`src/rtl/serial_subtractor.sv`:
```
// Bit-serial unsigned subtractor: result = a - b, LSB first, one bit per clock,
// with one full-subtractor cell and a registered borrow. The start/done handshake
// gives a latency of WIDTH+1 cycles per operation.
module serial_subtractor #(
    parameter int unsigned WIDTH = 4
) (
    input  logic             clk,
    input  logic             rst,
    output logic [WIDTH-1:0] result,
    output logic             borrow_out,
    output logic             busy,
    output logic             done,
    input  logic             start,
    input  logic [WIDTH-1:0] a,
    input  logic [WIDTH-1:0] b
);

    localparam int unsigned CNT_W = $clog2(WIDTH);

    typedef enum logic [1:0] {
        S_IDLE  = 2'd0,
        S_SHIFT = 2'd1,
        S_DONE  = 2'd2
    } state_t;

    state_t             state_q;
    state_t             state_d;
    logic               busy_d;
    logic               done_d;

    logic [WIDTH-1:0]   a_sr;
    logic [WIDTH-1:0]   b_sr;
    logic [WIDTH-2:0]   diff_sr;
    logic               brw_q;
    logic [CNT_W-1:0]   cnt_q;

    logic               accept;
    logic               last_bit;
    logic               d_bit;
    logic               brw_d;

    // A new operation is accepted in any state except SHIFT.
    assign accept   = start && (state_q != S_SHIFT);
    assign last_bit = (cnt_q == CNT_W'(WIDTH - 1));

    // Single full-subtractor cell operating on the current LSBs.
    always_comb begin
        d_bit = a_sr[0] ^ b_sr[0] ^ brw_q;
        brw_d = (~a_sr[0] & b_sr[0]) | (~(a_sr[0] ^ b_sr[0]) & brw_q);
    end

    // State register; busy/done are registered from the next-state decode.
    always_ff @(posedge clk or posedge rst) begin
        if (rst) begin
            state_q <= S_IDLE;
            busy    <= 1'b0;
            done    <= 1'b0;
        end else begin
            state_q <= state_d;
            busy    <= busy_d;
            done    <= done_d;
        end
    end

    // Next-state logic.
    always_comb begin
        state_d = state_q;
        case (state_q)
            S_IDLE:  if (start) state_d = S_SHIFT;
            S_SHIFT: if (last_bit) state_d = S_DONE;
            S_DONE:  state_d = start ? S_SHIFT : S_IDLE;
            default: state_d = S_IDLE;
        endcase
    end

    // Output decode of the upcoming state, so the flopped outputs line up with it.
    always_comb begin
        busy_d = 1'b0;
        done_d = 1'b0;
        busy_d = (state_d == S_SHIFT);
        done_d = (state_d == S_DONE);
    end

    // Operand capture, serial shifting and result update on the final bit.
    always_ff @(posedge clk or posedge rst) begin
        if (rst) begin
            a_sr       <= '0;
            b_sr       <= '0;
            diff_sr    <= '0;
            brw_q      <= 1'b0;
            cnt_q      <= '0;
            result     <= '0;
            borrow_out <= 1'b0;
        end else if (accept) begin
            a_sr  <= a;
            b_sr  <= b;
            brw_q <= 1'b0;
            cnt_q <= '0;
        end else if (state_q == S_SHIFT) begin
            a_sr    <= a_sr >> 1;
            b_sr    <= b_sr >> 1;
            diff_sr <= (WIDTH-1)'({d_bit, diff_sr} >> 1);
            brw_q   <= brw_d;
            cnt_q   <= cnt_q + CNT_W'(1);
            if (last_bit) begin
                result     <= {d_bit, diff_sr};
                borrow_out <= brw_d;
            end
        end
    end

endmodule
```
`config.mk`:
```
export PLATFORM = sky130hd
export DESIGN_NAME = serial_subtractor
export DESIGN_NICKNAME = d
export VERILOG_FILES = /design/src/rtl/serial_subtractor.sv
export SDC_FILE = /design/constraint.sdc
export NUM_CORES = 1
export LEC_CHECK = 0
export CORE_MARGIN = 3
export CORE_UTILIZATION = 45
export CTS_CLUSTER_DIAMETER = 50
export CTS_CLUSTER_SIZE = 40
export DETAILED_ROUTE_END_ITERATION = 7
export GPL_TIMING_DRIVEN = 0
export PLACE_DENSITY = 0.82
export SLEW_MARGIN = 20
export SYNTH_ARGS = -nofsm -noshare
export SYNTH_HDL_FRONTEND = slang
export SYNTH_SLANG_ARGS = --single-unit
```
`constraint.sdc`:
```
create_clock -name clk -period 1.14 [get_ports clk]
set_input_delay 0.342 -clock clk [delete_from_list [all_inputs] [get_ports clk]]
set_output_delay 0.342 -clock clk [all_outputs]
set_load 0.005 [all_outputs]
```
# Yosys cells after proc, flatten, opt, wreduce, memory -nomap -nowiden
# Cells that the tools add are included.
[word_totals]
regBits = 23
input_bits = 11
output_inout_bits = 7
[classes]
addsub = 1
n_eq_ne = 6
n_mux = 12
bitwise_logic = 8
n_reduce_logical = 5
[ops]
columns = ["operator", "count"]
rows = [
  ["$mux 4", 4],
  ["$mux 2", 4],
  ["$eq 2x2->1 const B", 3],
  ["$pmux 2 s3", 1],
  ["$eq 2x1->1 const B", 2],
  ["$mux 1", 3],
  ["$not 1->1", 3],
  ["$reduce_and 3->1", 1],
  ["$add 2x1->2 const B", 1],
  ["$and 1x1->1", 2],
  ["$logic_not 2->1", 1],
  ["$ne 2x1->1 const B", 1],
  ["$reduce_and 2->1", 1],
  ["$reduce_bool 2->1", 1],
  ["$xor 1x1->1", 2],
  ["$logic_and 1x1->1", 1],
  ["$or 1x1->1", 1],
]

# Longest topological paths before layout
[logic_depth]
word_depth = 6
ltp_mapped = 3
depth_no_buf = 3

# Worst setup path before layout
# OpenSTA, ideal clock, no wires.
[synth_timing]
path_kind = "register to register"
from = "register cnt_q[0]"
to = "register borrow_out"
t_arrival_ns = 1.091
required_ns = 1.015
setup_slack_ns = -0.076
stages_incl_launch_ff = 4
path_cell_list = "dfrtp_1 -> ha_1 -> nand3b_2 -> mux2_2"
[synth_via]
elab_chain_cells = 2
[synth_rtl]
columns = ["element", "line", "text"]
rows = [
  ["start, declared", "35", "logic [CNT_W-1:0] cnt_q;"],
  ["start signal, assigned", "104", "cnt_q <= cnt_q + CNT_W'(1);"],
  ["$eq 2x2->1", "44", "assign last_bit = (cnt_q == CNT_W'(WIDTH - 1));"],
  ["$reduce_and 3->1 (no line)", "n/a", ""],
  ["end signal, assigned", "107", "borrow_out <= brw_d;"],
  ["end, declared", "10", "output logic borrow_out,"],
]
# No other way between the ends.
# A chain may end at the register's enable or synchronous reset.

# Worst setup path in the final report
[layout_timing]
from = "register brw_q"
to = "register brw_q"
[layout_via]
elab_chain_cells = 4
[layout_rtl]
columns = ["element", "line", "text"]
rows = [
  ["start, declared", "34", "logic brw_q;"],
  ["start signal, assigned", "103", "brw_q <= brw_d;"],
  ["$and 1x1->1", "49", "brw_d = (~a_sr[0] & b_sr[0]) | (~(a_sr[0] ^ b_sr[0]) & brw_q);"],
  ["$or 1x1->1", "49", ""],
  ["via brw_d", "40", "logic brw_d;"],
  ["$mux 1", "99", "end else if (state_q == S_SHIFT) begin"],
  ["$mux 1", "94", "end else if (accept) begin"],
]
# The timed path passes the listed nets, and every way through them passes these cells. The select of a mux whose other input is x is not followed.

==> flow_summary.yaml <==
route:
  drt_iter0_markers: 3
  wl_per_cell_um: 14.3
  ant_nets: 0
  drt_first_pass_iters: 2
  vias: 627
  routed_via_density: 4.79
  routed_wirelength_um: 1870
  drc: 0
yosys:
  yosys_warnings: 0
  ys_seq_elements: 23
  synthCells: 69
  synth_area_per_cell_sq_um: 15.0
  ys_seq_area_share_pct: 55.5
  synth_cell_type_count: 15
  syn-num-nets: 82
  syn_area_sq_mm: 0.00104
global_route:
  grt_pass1_wl_um: 3120
  gr-total-overflow: 0
  antenna_found_initial: 0
  grt_usage_pct: 15.6
  grt_pass1_vias: 626
  grt_max_degree: 24
sta:
  hold_viol: 0
  setup_tns_ns: -0.568
  relSlewSlack_pct: 67.7
  worst_slew_pin_slew_ns: 0.484
  fmax_ghz: 0.842
  slew_violations: 0
  rsz0062_at_grt: "true"
  final.setup.worst_slack_ns: -0.0470
  finalSetupViolCount: 21
  final.setup_skew_ns: 0.00199
  min_period_ns: 1.19
  fin_crit_sh_pct: 104
setup_path:
  start_kind: "register"
  cp_slowest_cell: "dfrtp_1"
  cp.arrival_ns: 1.40
  worstPathCellList: "fa_2 -> mux2_2"
  path_max_fanout: 2
  cpPeakStageDelay_ns: 0.42
  cp-end-kind: "register"
  crit_required_ns: 1.35
  setup.worst_path.class: "reg -> reg"
power_and_ir_drop:
  p_per_area_mw_per_mm2: 2590
  vdd_drop_max_uv: 1860
  power.leakage_nw: 0.733
  power.total_mw: 3.60
floorplanning:
  num_io_pins: 18
  die-width_um: 54.0
  die_h_um: 54.0
  start_util_pct: 50.3
  die-area_sq_mm: 0.00292
  num_rows: 16
  core_area_sq_mm: 0.00206
cells_and_area:
  filler_cell_count: 150
  multi_input_area_sq_um: 457
  seq_area_sq_um: 577
  stdcell_count: 131
  final_cell_mix: "dfrtp_1 (22), mux2_4 (13), buf_4 (12)"
  area_delta_synth_final_pct: 34.1
  final_common_cell: "dfrtp_1"
  nets: 118
  antennaDiodeCount: 0
  drive_gt1_share_pct: 53.8
place:
  gp_congestion: 0.725
  dpl_worst_slack_ns: -0.607
  dpl.cell_count: 113
  hpwlAfterDp_um: 1120
  portBuffers: 17
clocking:
  clk_pin_slew_ns: 0.12
  h-tree-depth: 1
  clock_sinks: 23
  tritoncts: "done"
  cts_root_buf: "clkbuf_4"
  clk_path_buf_depth: 2
  ctsHoldBuffers: 0
  cts_buffers: 3
  insertion_delay_ns: 0.31
status:
  violations: "setup timing"
  outcome: "complete, but fails checks"
hold_path:
  hold_class: "in -> async"
run:
  drv_cap: 0
[synth_stat cells]
cell type	count	share of area (%)
and2b_1	2	1.4
nand2b_2	1	0.84
dfrtp_1	23	55
inv_1	7	2.5
nand2b_1	1	0.60
o22ai_1	2	1.2
nand3b_2	1	1.1
nor2b_1	1	0.60
fa_1	1	1.9
nor2_1	2	0.72
mux2i_1	5	4.8
mux2_2	10	11
mux2_4	10	14
buf_6	2	2.2
ha_1	1	1.2
[kinds of logic (layout without fill, tap and decap cells)]
| family | Yosys count | after routing | synth area share [%] |
|---|---|---|---|
| buffers and inverters | 9 | 44 | 4.70 |
| and+or+nand+nor | 8 | 8 | 5.31 |
| AOI/OAI and AO/OA | 2 | 2 | 1.21 |
| DFF | 23 | 23 | 55.5 |
| adders and majority gates | 2 | 2 | 3.14 |
| muxes | 25 | 25 | 30.2 |
[through the flow]
step	util [%]	cell area (sq um)	hold WS [ns]
after floorplan	-	1050	0.344
final	67.5	1390	0.381
after global placement	60.9	1250	0.473
after detailed placement	60.9	1250	0.488
after CTS	64.6	1330	0.516
after global routing	67.5	1390	0.389
[flip-flops by register name, indices dropped and copies added, names as in the netlist]
signal,count
cnt_q,2
busy,1
state_q,2
b_sr,4
done,1
diff_sr,3
borrow_out,1
brw_q,1
a_sr,4
result,4
[critical path: cells and delay by family, from the launching register on]
family                   cells  cell delay [ns]
flip-flops                   1             0.42
multiplexers                 1             0.27
adder cells (fa/ha/maj)      1             0.40
[where the power goes]
group | internal, mW | leakage (nW) | switching [mW]
sequential | 1.19 | 0.285 | 0.249
combinational | 1.17 | 0.431 | 0.617
clock | 0.131 | 0.0177 | 0.246
total | 2.49 | 0.733 | 1.11
[area by class of cell]
| type | count | area share, % |
|---|---|---|
| Sequential cell | 23 | 41.5 |
| Multi-Input combinational cell | 37 | 32.8 |
| Timing Repair Buffer | 31 | 17.3 |
| Tap cell | 27 | 2.43 |
| Inverter | 7 | 2.16 |
| Buffer | 2 | 1.89 |
| Clock buffer | 3 | 1.62 |
| Clock inverter | 1 | 0.360 |
[repair_timing]
action                     4_1_cts  5_1_grt
buffers inserted                 7        6
setup endpoints to repair       22       32
gates cloned                     1        0
gates resized for setup         38        3
pin swaps                        2        0
[layer usage]
metal / vias to the layer above / global-route usage [%] / wire [um]
met1: 312 / 19.3 / 846
li1: 299 / - / -
met3: 4 / 6.37 / 78
met2: 12 / 24.4 / 912
met5: - / 0 / 0
met4: 0 / 5.81 / 31
[path summary, 6_finish.rpt]
check	start	end	slack, ns	cells past startpoint
setup / recovery	brw_q	brw_q	-0.05	2
hold / removal	rst	done	0.38	2
setup reg to reg	brw_q	brw_q	-0.05	2
hold reg to reg	result[2]	result[2]	0.52	1
max in group asynchronous	rst	state_q[0]	0.45	2
min in group clk	result[2]	result[2]	0.52	1
No activity file was read; power rests on OpenSTA's default activity.
